==> src/rtl/vending_multi.sv <==
// Parametrised multi-item vending controller: price-load phase, saturating credit,
// per-item stock, cancel/refund and reject pulses. All outputs are registered.
module vending_multi #(
    parameter int N_ITEMS    = 3,
    parameter int W          = 8,
    parameter int STOCK_W    = 4,
    parameter int STOCK_INIT = 2,
    parameter int SEL_W      = 2
) (
    input  logic               clk,
    input  logic               rst,
    input  logic               load_en,
    input  logic [W-1:0]       DI,
    input  logic [W-1:0]       MI,
    input  logic [SEL_W-1:0]   sel,
    input  logic               cancel,
    output logic [W-1:0]       MO,
    output logic [SEL_W-1:0]   PO,
    output logic               done,
    output logic               reject,
    output logic               ready,
    output logic [N_ITEMS-1:0] empty
);

    localparam int IDX_W = $clog2(N_ITEMS + 1);

    typedef enum logic {LOAD, IDLE} state_t;

    state_t             state;
    logic [IDX_W-1:0]   idx;
    logic [W-1:0]       credit;
    logic [W-1:0]       price [N_ITEMS];
    logic [STOCK_W-1:0] stock [N_ITEMS];

    logic [W:0]         sum;
    logic [W-1:0]       credit_next;
    logic [W-1:0]       sel_price;
    logic [STOCK_W-1:0] sel_stock;
    logic               sel_hit;
    logic               vend_ok;

    // Credit saturates at all-ones instead of wrapping.
    always_comb begin
        sum         = {1'b0, credit} + {1'b0, MI};
        credit_next = sum[W] ? '1 : sum[W-1:0];
    end

    always_comb begin
        sel_hit   = 1'b0;
        sel_price = '0;
        sel_stock = '0;
        for (int i = 0; i < N_ITEMS; i++) begin
            if (sel == SEL_W'(i + 1)) begin
                sel_hit   = 1'b1;
                sel_price = price[i];
                sel_stock = stock[i];
            end
        end
        vend_ok = sel_hit && (credit_next >= sel_price) && (sel_stock != '0);
    end

    always_ff @(posedge clk or negedge rst) begin
        if (!rst) begin
            state  <= LOAD;
            idx    <= '0;
            credit <= '0;
            for (int i = 0; i < N_ITEMS; i++) begin
                price[i] <= '0;
                stock[i] <= STOCK_W'(STOCK_INIT);
            end
            MO     <= '0;
            PO     <= '0;
            done   <= 1'b0;
            reject <= 1'b0;
            ready  <= 1'b0;
            empty  <= {N_ITEMS{(STOCK_INIT == 0)}};
        end else begin
            MO     <= '0;
            PO     <= '0;
            done   <= 1'b0;
            reject <= 1'b0;
            unique case (state)
                LOAD: begin
                    if (load_en) begin
                        for (int i = 0; i < N_ITEMS; i++) begin
                            if (idx == IDX_W'(i)) price[i] <= DI;
                        end
                        idx <= idx + 1'b1;
                        if (idx == IDX_W'(N_ITEMS - 1)) begin
                            state <= IDLE;
                            ready <= 1'b1;
                        end
                    end
                end
                IDLE: begin
                    if (cancel) begin
                        MO     <= credit_next;
                        done   <= 1'b1;
                        credit <= '0;
                    end else if (vend_ok) begin
                        PO     <= sel;
                        MO     <= credit_next - sel_price;
                        done   <= 1'b1;
                        credit <= '0;
                        for (int i = 0; i < N_ITEMS; i++) begin
                            if (sel == SEL_W'(i + 1)) begin
                                stock[i] <= stock[i] - 1'b1;
                                empty[i] <= (stock[i] == STOCK_W'(1));
                            end
                        end
                    end else if (sel != '0) begin
                        reject <= 1'b1;
                        credit <= credit_next;
                    end else begin
                        credit <= credit_next;
                    end
                end
                default: state <= LOAD;
            endcase
        end
    end

endmodule

==> config.mk <==
export PLATFORM = sky130hd
export DESIGN_NAME = vending_multi
export DESIGN_NICKNAME = d
export VERILOG_FILES = /design/src/rtl/vending_multi.sv
export SDC_FILE = /design/constraint.sdc
export NUM_CORES = 1
export LEC_CHECK = 0
export ABC_AREA = 1
export BUFFER_PORTS_ARGS = -buffer_cell sky130_fd_sc_hd__buf_2
export CORE_ASPECT_RATIO = 0.75
export CORE_MARGIN = 2
export CORE_UTILIZATION = 40
export DETAILED_ROUTE_END_ITERATION = 7
export PLACE_DENSITY = 0.67
export SYNTH_ARGS = -nofsm -noshare
export SYNTH_HDL_FRONTEND = slang
export SYNTH_SLANG_ARGS = --single-unit
==> constraint.sdc <==
create_clock -name clk -period 4.5 [get_ports clk]
set_input_delay 0.45 -clock clk [delete_from_list [all_inputs] [get_ports clk]]
set_output_delay 0.45 -clock clk [all_outputs]
set_load 0.1 [all_outputs]
==> run summary <==
Clock Path Buffers: 2
DR iter-0 viols: 236
Num rows: 30
Gpl congestion: 0.942
Reg2Reg Depth: 19
Num CTS Buffers: 9
Layout cells sized above 1: 0.162
ANT cells: 0
Reg clk slew, reported paths: 0.05 ns
Storage cell area: 1580 sq um
DRC: 0
Cts hold-fix bufs: 0
R2r startpoint: credit[0]$_DFFE_PN0P_
Skew final: 0.00933 ns
Post-synth EDFFs: 0
Detailed-route via count: 3,098
Startpoint types: flip-flop
Postcts setup bufs: 0
DPL Wire Length: 6.30 mm
Part of the cycle the worst path needs: 0.806
Final wirelength: 8.59 mm
Die span in y: 87.4 microns
TritonCTS clock tree: built
Final Hold Vio Count: 0
Largest area contributor in the synthesized netlist: dfrtp_1
Clk_lat worst skew: 0.33 ns
Run status: finished clean
Largest net degree at the start of global routing: 64
Data arrival, critical path: 3.81 ns
HP Class: input port to asynchronous set/reset pin
H-tree Lvls: 3
Max Slew Vio Count: 0
Post-Synth XOR/XNOR Area: 0.0236
Vias in the first global route: 2,952
Crit end category: flip-flop
Avg Vias per Cell: 4.89
WP data required: 4.69 ns
Post-Syn Area: 3710 sq um
Root buf cell: clkbuf_16
RSZ-0062 raised after global routing: no
Synth top area cells: dfrtp_1 (40%), nand2_1 (17%), ha_1 (8.4%)
F_max: 276 MHz
Post-synthesis sequential area ratio: 0.426
Fillers: 887
Slew headroom: 0.466
Post-synth top area share: 0.405
Drt wl/cell: 13.5 microns
Ys Warns: 0
CP dominant cell by count: nand2_1
Worst-path maximum fanout: 7
R2R Path End: MO[3]$_DFF_PN0_
Actual slew at the worst max-slew pin: 0.801 ns
Clock sinks: 63
Final setup viols: 0
Die width: 115 microns
Top-level I/O count: 38
First-pass GRT wire length: 14.6 mm
Largest family of logic cells by synthesized area: simple AND/OR/NAND/NOR gates
Adder-cell share of the synthesized area: 0.0951
Final Core Density: 0.476
Max stage delay on crit path: 0.43 ns
Grt total ovfl: 0
Crit-path cells: ha_1 > fa_1 > nand2_1 > nand2_1 > a21oi_4 > inv_1 > or2_2 > inv_1 > ha_1 > inv_1 > fa_1 > nand3_1 > nand2_1 > nand2_1 > nand3_2 > nand2_4 > inv_1 > nand2_1 > o21ai_0
#FFs+latches synth: 63
Main synth FF type: dfrtp_1
Routed Antenna Nets: 0
Syn avg cell area: 8.03 sq um
Max Cap Viol: 0
Post-Synthesis Net Count: 511
Final net count: 551
Die Area: 10,100 sq um
TNS Setup: 0 ns
Min Tclk post-route: 3.63 ns
Port Buffers: 37
Critical path class: flip-flop to flip-flop
Synth top cells by count: nand2_1 (166), dfrtp_1 (60), inv_1 (51)
Initial core utilization: 0.410
Core ar.: 9050 sq um
Synth Instances: 462
Mux cell area share after synthesis: 0
Initial antenna violation count: 0
Synthesis-to-finish area growth: 16.1%
FF-to-FF setup slack: 0.87 ns
Most numerous cell in the Yosys netlist: nand2_1
Synth Area in Compound Gates: 0.0911
Total power per unit cell area: 587 nW/um^2
Area taken by multi-input logic gates: 1860 sq um
Post-CTS Resized: 0
Maximum VDD drop: 294 uV
Leakage power: 2.29 nW
Total track usage: 0.189
Synth unique cells: 34
DRT Pass-1 Iters: 5
Worst path slowest cell: fa_1
Fraction of registers with async set/reset: 1.00
Synth Area in Simple Gates: 0.292
-- kinds of logic after synthesis --
group,count (synthesis)
and+or+nand+nor,238
buffers and inverters,66
DFF,63
AOI/OAI and AO/OA,58
adders and majority gates,27
xor gates and xnor gates,10
-- flip-flops by register name, summed over array words and instances, names as in the netlist --
name / flops
PO: 2
empty: 3
idx: 2
MO: 8
reject: 1
done: 1
credit: 8
price: 24
stock: 12
state: 1
ready: 1
-- stage by stage --
stage	cell area, sq um	setup slack, ns	power (mW)	cells	hold WS, ns
after detailed placement	4010	0.777	1.82	619	0.461
final	4310	0.875	2.53	634	0.284
after global placement	4010	0.949	1.79	619	0.448
after CTS	4310	0.904	2.53	634	0.318
after global routing	4310	0.581	2.70	634	0.358
after floorplan	3710	1.20	1.57	462	0.154
-- layout make-up --
cell class / instances / area share
Multi-Input combinational cell: 333 / 0.432
Sequential cell: 63 / 0.367
Clock buffer: 12 / 0.0596
Inverter: 57 / 0.0497
Timing Repair Buffer: 38 / 0.0447
Tap cell: 128 / 0.0372
Clock inverter: 3 / 0.00988
-- layer usage --
metal	vias to the layer above	wire length (microns)	global-route usage
met5	-	0	0
met4	0	102	0.0570
met3	11	396	0.0487
met2	65	3720	0.289
met1	1461	4370	0.266
li1	1561	-	-
-- layout by cell type (no fill, tap or decap), drive strengths merged, types with 6 or more instances in the layout --
| cell type | count |
|---|---|
| a21oi | 16 |
| buf | 38 |
| clkbuf | 12 |
| dfrtp | 60 |
| ha | 25 |
| inv | 57 |
| nand2 | 169 |
| nand3 | 34 |
| nand4 | 8 |
| nor2 | 19 |
| o21ai | 31 |
| xor2 | 6 |
-- report_power, final --
part           switching [mW]  internal, mW  leakage, nW
Combinational           0.827         0.346         1.32
Sequential             0.0308         0.629        0.823
Clock                   0.239         0.454        0.145
-- worst max path at each step --
| stage | endpoint | startpoint | cells after the start | slack, ns |
|---|---|---|---|---|
| after floorplan | MO[1]$_DFF_PN0_ | MI[0] | 20 | 1.20 |
| after global placement | credit[2]$_DFFE_PN0P_ | MI[0] | 21 | 0.95 |
| after detailed placement | credit[2]$_DFFE_PN0P_ | MI[0] | 21 | 0.78 |
| after CTS | MO[3]$_DFF_PN0_ | credit[0]$_DFFE_PN0P_ | 19 | 0.90 |
| after global routing | MO[3]$_DFF_PN0_ | credit[0]$_DFFE_PN0P_ | 19 | 0.58 |
| final | MO[3]$_DFF_PN0_ | credit[0]$_DFFE_PN0P_ | 19 | 0.87 |
-- critical path: cells and delay by family, from the launching register on --
family,cells,cell delay [ns]
buffers and inverters,4,0.26
AOI/OAI and AO/OA,2,0.37
adders and majority gates,4,1.23
DFF,1,0.39
and+or+nand+nor,9,1.24
(Power assumes the default switching activity.)
